### src/rtl/bright_pkg.sv
// Shared types and default sizing for the bright MAC row.
package bright_pkg;

    typedef enum logic [1:0] {
        ST_IDLE,
        ST_LOAD,
        ST_RUN,
        ST_DRAIN
    } state_t;

    localparam int DEF_BIT_WIDTH = 8;
    localparam int DEF_ACC_WIDTH = 24;
    localparam int DEF_LANES     = 4;

endpackage

### src/rtl/bright_mac_row_if.sv
// Control, weight-load and streaming handshake bundle for bright_mac_row.
interface bright_mac_row_if
    import bright_pkg::*;
#(
    parameter int BIT_WIDTH = DEF_BIT_WIDTH,
    parameter int ACC_WIDTH = DEF_ACC_WIDTH,
    parameter int LANES     = DEF_LANES
);
    logic                       load_start;
    logic                       wt_valid;
    logic [BIT_WIDTH-1:0]       wt_in;
    logic                       run_start;
    logic                       run_stop;
    logic                       in_valid;
    logic                       in_ready;
    logic [LANES*BIT_WIDTH-1:0] data_in;
    logic                       out_valid;
    logic                       out_ready;
    logic [ACC_WIDTH-1:0]       acc_out;
    logic [BIT_WIDTH-1:0]       pix_out;
    logic                       busy;

    modport master (
        output load_start, wt_valid, wt_in, run_start, run_stop, in_valid, data_in, out_ready,
        input  in_ready, out_valid, acc_out, pix_out, busy
    );

    modport slave (
        input  load_start, wt_valid, wt_in, run_start, run_stop, in_valid, data_in, out_ready,
        output in_ready, out_valid, acc_out, pix_out, busy
    );
endinterface

### src/rtl/bright_mac_row_mac_stage.sv
// One lane of the MAC row: weight register plus registered multiply-add with a travelling valid bit.
module mac_stage #(
    parameter int BIT_WIDTH = 8,
    parameter int ACC_WIDTH = 24
) (
    input  logic                 clk,
    input  logic                 rst_n,
    input  logic                 en,
    input  logic                 wt_we,
    input  logic [BIT_WIDTH-1:0] wt_in,
    input  logic [BIT_WIDTH-1:0] data_in,
    input  logic [ACC_WIDTH-1:0] acc_in,
    input  logic                 valid_in,
    output logic [ACC_WIDTH-1:0] acc_out,
    output logic                 valid_out
);
    localparam int PW = 2 * BIT_WIDTH;

    logic [BIT_WIDTH-1:0] wt_q, wt_d;
    logic [ACC_WIDTH-1:0] acc_q, acc_d;
    logic                 valid_q, valid_d;
    logic [PW-1:0]        prod;

    always_comb begin
        prod    = PW'(data_in) * PW'(wt_q);
        wt_d    = wt_we ? wt_in : wt_q;
        acc_d   = acc_q;
        valid_d = valid_q;
        if (en) begin
            acc_d   = acc_in + ACC_WIDTH'(prod);
            valid_d = valid_in;
        end
    end

    always_ff @(posedge clk or negedge rst_n) begin
        if (!rst_n) begin
            wt_q    <= '0;
            acc_q   <= '0;
            valid_q <= 1'b0;
        end else begin
            wt_q    <= wt_d;
            acc_q   <= acc_d;
            valid_q <= valid_d;
        end
    end

    assign acc_out   = acc_q;
    assign valid_out = valid_q;
endmodule

### src/rtl/bright_mac_row.sv
// Weight-stationary MAC row: skewed lanes feed a chain of mac_stage instances, clamped pixel out.
// state | meaning
// IDLE  | waiting for load_start or run_start
// LOAD  | capturing one weight beat per lane
// RUN   | accepting input vectors
// DRAIN | no new input, flushing in-flight tokens
module bright_mac_row
    import bright_pkg::*;
#(
    parameter int BIT_WIDTH = DEF_BIT_WIDTH,
    parameter int ACC_WIDTH = DEF_ACC_WIDTH,
    parameter int LANES     = DEF_LANES,
    parameter int SHIFT     = 0
) (
    input  logic            clk,
    input  logic            reset,
    bright_mac_row_if.slave bus
);
    localparam int WCNT_W = $clog2(LANES);
    localparam logic [BIT_WIDTH-1:0] PIX_MAX = '1;

    logic [1:0] rst_sync_q, rst_sync_d;
    logic       rst_n;

    state_t                     state_q, state_d;
    logic [WCNT_W-1:0]          wcnt_q, wcnt_d;
    logic                       weights_ok_q, weights_ok_d;
    logic                       busy_q, busy_d;
    logic                       in_v_q, in_v_d;
    logic [LANES*BIT_WIDTH-1:0] in_data_q, in_data_d;
    logic                       out_valid_q, out_valid_d;
    logic [ACC_WIDTH-1:0]       acc_out_q, acc_out_d;
    logic [BIT_WIDTH-1:0]       pix_q, pix_d;
    logic [ACC_WIDTH-1:0]       shifted;

    logic                 adv, in_fire, any_valid;
    logic [LANES-1:0]     wt_we, v_prev, v_chain;
    logic [ACC_WIDTH-1:0] acc_prev  [LANES];
    logic [ACC_WIDTH-1:0] acc_chain [LANES];
    logic [BIT_WIDTH-1:0] lane_data [LANES];

    // Assert asynchronously, release two edges later so every flop leaves reset together.
    assign rst_sync_d = {rst_sync_q[0], 1'b1};
    always_ff @(posedge clk or negedge reset) begin
        if (!reset) rst_sync_q <= '0;
        else        rst_sync_q <= rst_sync_d;
    end
    assign rst_n = rst_sync_q[1];

    assign adv          = !out_valid_q || bus.out_ready;
    assign bus.in_ready = (state_q == ST_RUN) && !bus.run_stop && adv;
    assign in_fire      = bus.in_valid && bus.in_ready;
    assign any_valid    = in_v_q || (|v_chain) || out_valid_q;

    always_comb begin
        state_d      = state_q;
        wcnt_d       = wcnt_q;
        weights_ok_d = weights_ok_q;
        unique case (state_q)
            ST_IDLE: begin
                if (bus.load_start) begin
                    state_d      = ST_LOAD;
                    wcnt_d       = '0;
                    weights_ok_d = 1'b0;
                end else if (bus.run_start && weights_ok_q) begin
                    state_d = ST_RUN;
                end
            end
            ST_LOAD: begin
                if (bus.wt_valid) begin
                    if (wcnt_q == WCNT_W'(LANES - 1)) begin
                        wcnt_d       = '0;
                        weights_ok_d = 1'b1;
                        state_d      = ST_IDLE;
                    end else begin
                        wcnt_d = wcnt_q + WCNT_W'(1);
                    end
                end
            end
            ST_RUN:   if (bus.run_stop) state_d = ST_DRAIN;
            ST_DRAIN: if (!any_valid)   state_d = ST_IDLE;
            default:  state_d = ST_IDLE;
        endcase
        busy_d = (state_d != ST_IDLE);
    end

    always_comb begin
        in_v_d      = in_v_q;
        in_data_d   = in_data_q;
        out_valid_d = out_valid_q;
        acc_out_d   = acc_out_q;
        pix_d       = pix_q;
        shifted     = acc_chain[LANES-1] >> SHIFT;
        if (adv) begin
            in_v_d      = in_fire;
            in_data_d   = bus.data_in;
            out_valid_d = v_chain[LANES-1];
            acc_out_d   = acc_chain[LANES-1];
            pix_d       = (shifted > ACC_WIDTH'(PIX_MAX)) ? PIX_MAX : shifted[BIT_WIDTH-1:0];
        end
    end

    for (genvar k = 0; k < LANES; k++) begin : g_lane
        assign wt_we[k] = (state_q == ST_LOAD) && bus.wt_valid && (wcnt_q == WCNT_W'(k));

        if (k == 0) begin : g_head
            assign lane_data[0] = in_data_q[0 +: BIT_WIDTH];
            assign acc_prev[0]  = '0;
            assign v_prev[0]    = in_v_q;
        end else begin : g_skew
            // Lane k is delayed k beats so it meets the partial sum of lane k-1.
            logic [BIT_WIDTH-1:0] sk_q [k];
            logic [BIT_WIDTH-1:0] sk_d [k];

            always_comb begin
                sk_d[0] = adv ? in_data_q[k*BIT_WIDTH +: BIT_WIDTH] : sk_q[0];
                for (int j = 1; j < k; j++) sk_d[j] = adv ? sk_q[j-1] : sk_q[j];
            end

            always_ff @(posedge clk or negedge rst_n) begin
                if (!rst_n) begin
                    for (int j = 0; j < k; j++) sk_q[j] <= '0;
                end else begin
                    sk_q <= sk_d;
                end
            end

            assign lane_data[k] = sk_q[k-1];
            assign acc_prev[k]  = acc_chain[k-1];
            assign v_prev[k]    = v_chain[k-1];
        end

        mac_stage #(.BIT_WIDTH(BIT_WIDTH), .ACC_WIDTH(ACC_WIDTH)) u_stage (
            .clk      (clk),
            .rst_n    (rst_n),
            .en       (adv),
            .wt_we    (wt_we[k]),
            .wt_in    (bus.wt_in),
            .data_in  (lane_data[k]),
            .acc_in   (acc_prev[k]),
            .valid_in (v_prev[k]),
            .acc_out  (acc_chain[k]),
            .valid_out(v_chain[k])
        );
    end

    always_ff @(posedge clk or negedge rst_n) begin
        if (!rst_n) begin
            state_q      <= ST_IDLE;
            wcnt_q       <= '0;
            weights_ok_q <= 1'b0;
            busy_q       <= 1'b0;
            in_v_q       <= 1'b0;
            in_data_q    <= '0;
            out_valid_q  <= 1'b0;
            acc_out_q    <= '0;
            pix_q        <= '0;
        end else begin
            state_q      <= state_d;
            wcnt_q       <= wcnt_d;
            weights_ok_q <= weights_ok_d;
            busy_q       <= busy_d;
            in_v_q       <= in_v_d;
            in_data_q    <= in_data_d;
            out_valid_q  <= out_valid_d;
            acc_out_q    <= acc_out_d;
            pix_q        <= pix_d;
        end
    end

    assign bus.out_valid = out_valid_q;
    assign bus.acc_out   = acc_out_q;
    assign bus.pix_out   = pix_q;
    assign bus.busy      = busy_q;
endmodule

### src/flat_wrapper.sv
// flat-port wrapper written by rule: the top's interface ports become plain ports
module bright_mac_row_flat import bright_pkg::*;
#(
    parameter int BIT_WIDTH = DEF_BIT_WIDTH,
    parameter int ACC_WIDTH = DEF_ACC_WIDTH,
    parameter int LANES     = DEF_LANES,
    parameter int SHIFT     = 0
)
  (clk, reset, bus_load_start, bus_wt_valid, bus_wt_in, bus_run_start, bus_run_stop, bus_in_valid, bus_data_in, bus_out_ready, bus_in_ready, bus_out_valid, bus_acc_out, bus_pix_out, bus_busy);
  bright_mac_row_if #(.BIT_WIDTH(BIT_WIDTH), .ACC_WIDTH(ACC_WIDTH), .LANES(LANES)) bus_i ();
  input  logic clk;
  input  logic reset;
  input wire logic [$bits(bus_i.load_start)-1:0] bus_load_start;
  input wire logic [$bits(bus_i.wt_valid)-1:0] bus_wt_valid;
  input wire logic [$bits(bus_i.wt_in)-1:0] bus_wt_in;
  input wire logic [$bits(bus_i.run_start)-1:0] bus_run_start;
  input wire logic [$bits(bus_i.run_stop)-1:0] bus_run_stop;
  input wire logic [$bits(bus_i.in_valid)-1:0] bus_in_valid;
  input wire logic [$bits(bus_i.data_in)-1:0] bus_data_in;
  input wire logic [$bits(bus_i.out_ready)-1:0] bus_out_ready;
  output wire logic [$bits(bus_i.in_ready)-1:0] bus_in_ready;
  output wire logic [$bits(bus_i.out_valid)-1:0] bus_out_valid;
  output wire logic [$bits(bus_i.acc_out)-1:0] bus_acc_out;
  output wire logic [$bits(bus_i.pix_out)-1:0] bus_pix_out;
  output wire logic [$bits(bus_i.busy)-1:0] bus_busy;
  assign bus_i.load_start = bus_load_start;
  assign bus_i.wt_valid = bus_wt_valid;
  assign bus_i.wt_in = bus_wt_in;
  assign bus_i.run_start = bus_run_start;
  assign bus_i.run_stop = bus_run_stop;
  assign bus_i.in_valid = bus_in_valid;
  assign bus_i.data_in = bus_data_in;
  assign bus_i.out_ready = bus_out_ready;
  assign bus_in_ready = bus_i.in_ready;
  assign bus_out_valid = bus_i.out_valid;
  assign bus_acc_out = bus_i.acc_out;
  assign bus_pix_out = bus_i.pix_out;
  assign bus_busy = bus_i.busy;
  bright_mac_row #(.BIT_WIDTH(BIT_WIDTH), .ACC_WIDTH(ACC_WIDTH), .LANES(LANES), .SHIFT(SHIFT)) u_core (.clk(clk), .reset(reset), .bus(bus_i));
endmodule
### config.mk
export PLATFORM = sky130hd
export DESIGN_NAME = bright_mac_row_flat
export DESIGN_NICKNAME = d
export VERILOG_FILES = /design/src/rtl/bright_pkg.sv /design/src/rtl/bright_mac_row_if.sv /design/src/rtl/bright_mac_row_mac_stage.sv /design/src/rtl/bright_mac_row.sv /design/src/flat_wrapper.sv
export SDC_FILE = /design/constraint.sdc
export NUM_CORES = 1
export LEC_CHECK = 0
export ABC_AREA = 1
export BUFFER_PORTS_ARGS = -buffer_cell sky130_fd_sc_hd__buf_2
export CORE_MARGIN = 8
export CORE_UTILIZATION = 60
export CTS_CLUSTER_DIAMETER = 150
export DETAILED_ROUTE_END_ITERATION = 10
export PLACE_DENSITY = 0.78
export SLEW_MARGIN = 10
export SYNTH_ARGS = -nofsm -noshare
export SYNTH_HDL_FRONTEND = slang
export SYNTH_SLANG_ARGS = --single-unit
export TNS_END_PERCENT = 20
### constraint.sdc
create_clock -name clk -period 17.32 [get_ports clk]
set_input_delay 1.732 -clock clk [delete_from_list [all_inputs] [get_ports clk]]
set_output_delay 1.732 -clock clk [all_outputs]
set_load 0.1 [all_outputs]
==> flow_summary.yaml, run 1 <==
status:
  outcome: "finished clean"
run:
  max-cap-violations: 0
clock_network:
  cts_hold_buf: 0
  clock_latency_ns: 0.57
  cts_root_buffer: "clkbuf_16"
  cts_made_buffers: 26
  cts_max_level: 1
  clockBufferDepth: 3
  tritoncts: "yes"
  clk_pin_slew_worst_paths_ns: 0.06
  post_cts_buffers: 0
  clock-sinks: 226
  cts-resized-gates: 0
global_routing:
  grt_start_max_net_pins: 190
  grt_antenna_before_repair: 0
  grt_pass1_wl_um: 75180
  grt_pass1_vias: 15724
  grt_overflow_total: 0
  globalRouteTotalUtil: 0.2345
synthesis:
  synth_warnings: 0
  synthCells: 2595
  synth_seq_area_share: 0.2876
  synth-seq-cells: 226
  syn_avg_cell_area_sq_um: 7.578
  ys_types: 38
  syn-cell-area_sq_mm: 0.01966
  synth_flop_cell: "dfrtp_1"
  synth_edf_count: 0
  synthArstFlopShare: 1.000
placed_design:
  gp_congestion: 0.8692
  place_inst: 3010
  dp_hpwl_um: 32980
  io_buffer_count: 78
timing:
  worst_slew_pin_slew_ns: 1.028
  max_freq_ghz: 0.2317
  fin_hold_ws_ns: 0.3505
  finalCriticalPeriod_ns: 4.316
  setup_violations: 0
  maxSlewHeadroom: 0.3144
  fin_crit_sh: 0.2492
  rsz0062_at_grt: "false"
  hold_violations: 0
  drv_slew: 0
  skew_ns: 0.02360
  tns_ns: 0
floorplan:
  die_h_um: 197.0
  die_area_sq_mm: 0.03882
  ios: 83
  core-area_sq_mm: 0.03237
  die_x_um: 197.0
  row_count: 66
  start_util: 0.6075
critical_path:
  cp.arrival_ns: 2.58
  startpoint_type: "primary input"
  critPathRequiredTime_ns: 15.59
  crit_path_max_fanout: 2
  cp-end-kind: "primary output"
  path_class: "in2out"
routing:
  drt-initial-drc-count: 1053
  detail-route-antenna-nets: 0
  post_drt_wl_per_cell_um: 14.24
  routed_wl_um: 43530
  vias: 15295
  via_per_inst: 5.002
  route.detailed.drc: 0
  detailedRoute.firstPassIterationCount: 5
cells_and_area:
  areaGrowthSynthToFinish_pct: 6.795
  n_antenna_cell: 0
  layout_common_cells: "nand2_1 (860), inv_1 (665), dfrtp_1 (225)"
  drive_gt1_frac: 0.06040
  final_common_cell: "nand2_1"
  finalNonFillerCells: 3058
  num-nets-final: 2988
hold_path:
  hold_path_class: "reg2reg"
## critical path, cell delays in order
cell and delay, ns:
buf_2 0.11, nor2_4 0.05, nor3_1 0.20, buf_2 0.48
## kinds of logic (layout without fill, tap and decap cells)
| kind of cell | count (synthesis) | count (layout) | share of synthesized area |
|---|---|---|---|
| AND/OR/NAND/NOR | 1057 | 1057 | 0.2142 |
| XOR/XNOR | 13 | 13 | 0.005790 |
| AO/OA/AOI/OAI | 174 | 174 | 0.04874 |
| buffers and inverters | 779 | 797 | 0.1530 |
| flip-flops | 226 | 226 | 0.2876 |
| adder cells (fa/ha/maj) | 344 | 344 | 0.2903 |
| other | 2 | 5 | 0.0003819 |
## state kept, by name, summed over array words and instances, names as in the netlist, 2 cells and up
signal,cells
u_core.bus.acc_out,20
u_core.g_lane.u_stage.wt_q,32
u_core.bus.pix_out,8
u_core.wcnt_q,2
u_core.g_lane.g_skew.sk_q,48
u_core.rst_sync_q,2
u_core.g_lane.u_stage.acc_out,72
u_core.g_lane.u_stage.valid_out,4
u_core.state_q,2
u_core.in_data_q,32
## path summary, 6_finish.rpt
kind,startpoint,slack [ns],cells after the start,endpoint
max,bus_out_ready,13.00,4,bus_in_ready
min,u_core.rst_sync_q[0],0.35,0,u_core.rst_sync_q[1]
max reg2reg,u_core.in_data_q[1],13.02,16,u_core.g_lane[0].u_stage.acc_out[12]
min reg2reg,u_core.rst_sync_q[0],0.35,0,u_core.rst_sync_q[1]
max in group asynchronous,u_core.rst_sync_q[1],15.56,1,u_core.bus.acc_out[3]
min in group asynchronous,u_core.rst_sync_q[1],0.38,0,u_core.g_lane[1].g_skew.sk_q[7]
## cells in the mapped netlist, types with 4 or more instances
master,count,share of area
clkbuf_1,73,0.014
nand3_1,88,0.022
buf_4,4,0.0015
o21ai_1,57,0.015
a21oi_1,28,0.0071
nand2_4,4,0.0023
or2_2,4,0.0013
buf_2,30,0.0076
fa_1,187,0.19
dfrtp_1,226,0.29
inv_1,665,0.13
o21ai_2,16,0.0071
o22ai_1,4,0.0013
ha_1,157,0.10
o21ai_0,60,0.015
nand2_1,860,0.16
buf_6,4,0.0023
xnor2_1,10,0.0045
nand4_1,12,0.0038
nor2_1,68,0.013
nand3b_1,6,0.0023
nor3_1,7,0.0018
## layer usage
layer	global-route usage	share of wire	wire, um	vias up
met5	0	0	0	-
met3	0.03305	0.055	2409	78
li1	-	-	-	7559
met4	0.07133	0.025	1080	0
met2	0.3970	0.48	21010	370
met1	0.3108	0.44	19040	7288
## cell type report
cell class / instances / area (sq um)
fill: 2835 / 11370
multi-input combinational: 1593 / 11010
sequential: 226 / 5659
inverter: 668 / 2515
clock buffer: 34 / 730.7
tap: 442 / 553.0
timing repair buffer: 81 / 437.9
clock inverter: 14 / 93.84
## metrics by stage
stage / instance area, sq um / setup slack (ns) / utilization
final: 21000 / 13.00 / 0.6487
after floorplan: 19680 / 10.56 / -
after detailed placement: 20180 / 13.02 / 0.6233
after CTS: 21000 / 13.02 / 0.6487
after global placement: 20180 / 13.02 / 0.6233
after global routing: 21000 / 12.72 / 0.6487
Power of run 1 is left out: the tool's default activity adds up to more than one toggle a clock period on the data nets, which glitch-free logic cannot reach.
==> run 2, diff against run 1 <==
==> constraint.sdc (replaced) <==
create_clock -name clk -period 4.28 [get_ports clk]
set_input_delay 0.428 -clock clk [delete_from_list [all_inputs] [get_ports clk]]
set_output_delay 0.428 -clock clk [all_outputs]
set_load 0.1 [all_outputs]
==> flow_summary.yaml, run 2 (synthesized netlist as in run 1, its figures left out) <==
placed_design:
  place_ws_ns: 0.04298
  gp_congestion: 0.8940
  dp_hpwl_um: 34390
  place_inst: 3033
  place_area_sq_mm: 0.02036
  io_buffer_count: 78
routing:
  detail-route-antenna-nets: 0
  drt-initial-drc-count: 1019
  route.detailed.drc: 0
  post_drt_wl_per_cell_um: 14.56
  via_per_inst: 5.037
  detailedRoute.firstPassIterationCount: 5
  vias: 15644
  routed_wl_um: 45220
critical_path:
  cp-end-kind: "register"
  startpoint_type: "register"
  r2r_cells: 17
  cpPeakStageDelay_ns: 0.54
  ff2ff_setup_slack_ns: 0.20
  cpMaxStageDelayCell: "dfrtp_1"
  r2r_end: "u_core.g_lane[1].u_stage.acc_out[16]"
  cp_common_cell: "nand2_1"
  crit_chain: "nand2_1 > fa_1 > fa_1 > inv_1 > fa_1 > inv_1 > fa_1 > inv_1 > ha_1 > nand2_1 > inv_1 > nand2_1 > nand3_1 > nand2_1 > nand3_1 > nand3_1 > nand2_1"
  cp.arrival_ns: 4.52
  crit_path_max_fanout: 9
  critPathRequiredTime_ns: 4.71
  path_class: "reg2reg"
  r2r_start: "u_core.g_lane[1].u_stage.wt_q[3]"
timing:
  fin_ws_ns: 0.1958
  fin_crit_sh: 0.9542
  hold_violations: 0
  maxSlewHeadroom: 0.2563
  worst_slew_pin_slew_ns: 1.116
  setup_violations: 0
  tns_ns: 0
  skew_ns: 0.01876
  max_freq_ghz: 0.2448
  drv_slew: 0
  finalCriticalPeriod_ns: 4.084
  rsz0062_at_grt: "true"
cells_and_area:
  areaGrowthSynthToFinish_pct: 10.37
  finalNonFillerCells: 3106
  layout_common_cells: "nand2_1 (857), inv_1 (665), fa_1 (187)"
  final_common_cell: "nand2_1"
  num-nets-final: 3036
  drive_gt1_frac: 0.1029
  finish.instance_area_sq_mm: 0.02170
  n_antenna_cell: 0
  largest_reg_flops: 72
global_routing:
  grt_start_max_net_pins: 190
  globalRouteTotalUtil: 0.2387
  grt_pass1_vias: 15842
  grt_overflow_total: 0
  grt_antenna_before_repair: 0
  grt_pass1_wl_um: 76740
floorplan:
  ios: 83
  row_count: 66
  core-area_sq_mm: 0.03237
  die_x_um: 197.0
  die_h_um: 197.0
  die_area_sq_mm: 0.03882
  start_util: 0.6075
clock_network:
  cts_max_level: 1
  clk_pin_slew_worst_paths_ns: 0.06
  clock_latency_ns: 0.56
  clockBufferDepth: 3
  cts_made_buffers: 27
  cts_root_buffer: "clkbuf_16"
  clock-sinks: 226
  tritoncts: "yes"
run:
  max-cap-violations: 0
hold_path:
  whs_endpoint: "u_core.in_data_q[7]"
  min_path_cells: 3
  min_from: "bus_data_in[7]"
  hold_path_class: "in2reg"
status:
  outcome: "finished clean"
==> run 2: worst max path at each step <==
stage / start / slack (ns) / to / depth (start not counted)
CTS: u_core.g_lane[3].u_stage.wt_q[4] / 0.03 / u_core.g_lane[3].u_stage.acc_out[9] / 16
global placement: u_core.g_lane[3].u_stage.wt_q[7] / 0.07 / u_core.g_lane[3].u_stage.acc_out[9] / 15
detailed placement: u_core.g_lane[3].u_stage.wt_q[7] / 0.04 / u_core.g_lane[3].u_stage.acc_out[9] / 16
finish: u_core.g_lane[1].u_stage.wt_q[3] / 0.20 / u_core.g_lane[1].u_stage.acc_out[16] / 17
global route: u_core.g_lane[3].u_stage.wt_q[7] / -0.01 / u_core.g_lane[3].u_stage.acc_out[16] / 18
floorplan: u_core.g_lane[2].g_skew.sk_q[0] / 0.23 / u_core.g_lane[2].u_stage.acc_out[9] / 17
==> run 2: final cells by class <==
cell class,instances,area [sq um]
Fill cell,2737,10670
Clock inverter,16,163.9
Inverter,668,2515
Sequential cell,226,5710
Tap cell,442,553.0
Clock buffer,33,758.2
Multi-Input combinational cell,1593,11200
Timing Repair Buffer,128,805.8
==> run 2: metrics by stage <==
stage	hold WS [ns]	util
6_report	0.06479	0.6704
3_3_place_gp	0.2121	0.6290
3_5_place_dp	0.2139	0.6290
5_1_grt	0.07366	0.6704
4_1_cts	0.03583	0.6578
2_1_floorplan	0.1324	-
==> run 2: per-layer routing <==
layer  GRT usage  vias up  share of wire
met5           0        -              0
met3     0.03083       92          0.053
met2      0.4034      376           0.48
li1            -     7643              -
met4     0.06826        0          0.030
met1      0.3205     7533           0.44
==> run 2: worst max-delay path: cells and delay by family (launching register included) <==
| family | cells | cell delay, ns |
|---|---|---|
| adder cells (fa/ha/maj) | 5 | 2.31 |
| flip-flops | 1 | 0.54 |
| AND/OR/NAND/NOR | 8 | 0.91 |
| buffers and inverters | 4 | 0.21 |
==> run 2: timing repair <==
action,CTS,global route
hold buffers,1,0
setup endpoints to repair,1,34
pin swaps,0,4
resized for setup,1,68
endpoints found under the hold margin,2,0
setup buffers,0,23
Power of run 2 is left out for the same reason.
==> run 3, diff against run 2 <==
--- a/config.mk
+++ b/config.mk
@@ -11,7 +11,7 @@
 export CORE_UTILIZATION = 60
 export CTS_CLUSTER_DIAMETER = 150
 export DETAILED_ROUTE_END_ITERATION = 10
-export PLACE_DENSITY = 0.78
+export PLACE_DENSITY = 0.81
 export SLEW_MARGIN = 10
 export SYNTH_ARGS = -nofsm -noshare
 export SYNTH_HDL_FRONTEND = slang
==> flow_summary.yaml, run 3 (synthesized netlist as in run 1, its figures left out) <==
global_routing:
  grt_antenna_before_repair: 1
  grt_overflow_total: 0
  grt_pass1_wl_um: 77170
  globalRouteTotalUtil: 0.2406
  grt_pass1_vias: 15977
  grt_start_max_net_pins: 190
placed_design:
  dp_hpwl_um: 35250
  place_area_sq_mm: 0.02039
  place_ws_ns: 0.06155
  gp_congestion: 0.9058
  io_buffer_count: 78
critical_path:
  r2r_end: "u_core.g_lane[3].u_stage.acc_out[17]"
  ff2ff_setup_slack_ns: 0.20
  r2r_start: "u_core.g_lane[3].g_skew.sk_q[4]"
  startpoint_type: "register"
  critPathRequiredTime_ns: 4.72
  cp.arrival_ns: 4.52
  cp-end-kind: "register"
  crit_path_max_fanout: 6
  crit_chain: "nand2_1 > fa_1 > inv_1 > fa_1 > inv_1 > fa_1 > fa_1 > inv_1 > ha_1 > nand2_1 > inv_1 > nand2_1 > nand2_1 > a21oi_1 > nand3_1 > nand3_1 > nand2_1"
  cpMaxStageDelayCell: "fa_1"
  cpPeakStageDelay_ns: 0.55
  r2r_cells: 17
  cp_common_cell: "nand2_1"
  path_class: "reg2reg"
  crit_start: "u_core.g_lane[3].g_skew.sk_q[4]"
floorplan:
  die_area_sq_mm: 0.03882
  core-area_sq_mm: 0.03237
  row_count: 66
  die_h_um: 197.0
  ios: 83
  die_x_um: 197.0
  start_util: 0.6075
cells_and_area:
  post-route-util: 0.6643
  layout_common_cells: "nand2_1 (857), inv_1 (665), fa_1 (187)"
  num-nets-final: 3023
  areaGrowthSynthToFinish_pct: 9.366
  largest_reg_flops: 72
  final_common_cell: "nand2_1"
  drive_gt1_frac: 0.09506
  finish.instance_area_sq_mm: 0.02151
  n_antenna_cell: 0
clock_network:
  cts_root_buffer: "clkbuf_16"
  clockBufferDepth: 3
  clock_latency_ns: 0.55
  cts_max_level: 1
  cts_made_buffers: 26
  tritoncts: "yes"
  clk_pin_slew_worst_paths_ns: 0.06
  clock-sinks: 226
routing:
  post_drt_wl_per_cell_um: 14.71
  route.detailed.drc: 0
  routed_wl_um: 45510
  detail-route-antenna-nets: 0
  detailedRoute.firstPassIterationCount: 6
  drt-initial-drc-count: 1051
  via_per_inst: 5.082
  vias: 15718
timing:
  worst_slew_pin_slew_ns: 0.8228
  maxSlewHeadroom: 0.4515
  fin_hold_ws_ns: 0.06670
  hold_violations: 0
  fin_crit_sh: 0.9536
  skew_ns: 0.02727
  drv_slew: 0
  setup_violations: 0
  fin_ws_ns: 0.1987
  max_freq_ghz: 0.2450
  finalCriticalPeriod_ns: 4.081
hold_path:
  min_from: "bus_data_in[5]"
  whs_endpoint: "u_core.in_data_q[5]"
  min_path_cells: 3
  hold_path_class: "in2reg"
status:
  outcome: "finished clean"
run:
  max-cap-violations: 0
==> run 3: changes by cell type in the layout (fill, tap and decap cells not counted), sizes merged <==
cell and change:
clkbuf +3, clkinvlp -1, clkinv -2, inv -2, buf -12, bufinv +1
==> run 3: area by class of cell <==
| cell class | instances | area (sq um) |
|---|---|---|
| Fill cell | 2721 | 10870 |
| Clock inverter | 12 | 157.7 |
| Clock buffer | 36 | 748.2 |
| Tap cell | 442 | 553.0 |
| Timing Repair Buffer | 116 | 703.2 |
| Sequential cell | 226 | 5714 |
| Multi-Input combinational cell | 1593 | 11110 |
| Inverter | 668 | 2515 |
==> run 3: metal layers <==
metal  GRT usage  wire length, um
met5           0                0
met4     0.06799             1199
met3     0.02913             2435
met2      0.4033            21730
met1      0.3273            20140
==> run 3: worst max path at each step <==
stage	end	slack, ns
finish	u_core.g_lane[3].u_stage.acc_out[17]	0.20
CTS	u_core.g_lane[0].u_stage.acc_out[13]	0.002
global placement	u_core.g_lane[3].u_stage.acc_out[17]	0.11
global route	u_core.g_lane[0].u_stage.acc_out[13]	-0.01
detailed placement	u_core.g_lane[0].u_stage.acc_out[13]	0.06
floorplan	u_core.g_lane[2].u_stage.acc_out[9]	0.23
==> run 3: timing repair <==
action / in CTS / in global routing
buffers inserted: 0 / 6
hold buffers: 1 / 0
resized for setup: 0 / 63
setup endpoints to repair: 0 / 31
hold endpoints to repair: 2 / 0
==> run 3: critical path, delay by kind of cell, from the launching register on <==
kind,cells,cell delay (ns)
AO/OA/AOI/OAI,1,0.22
buffers and inverters,4,0.19
AND/OR/NAND/NOR,7,0.64
adder cells (fa/ha/maj),5,2.46
flip-flops,1,0.44
==> run 3: per-stage QoR <==
stage	cells	setup TNS, ns
global route	3093	-0.01955
floorplan	2598	0
detailed placement	3038	0
finish	3093	0
global placement	3038	0
CTS	3087	0
Power of run 3 is left out for the same reason.
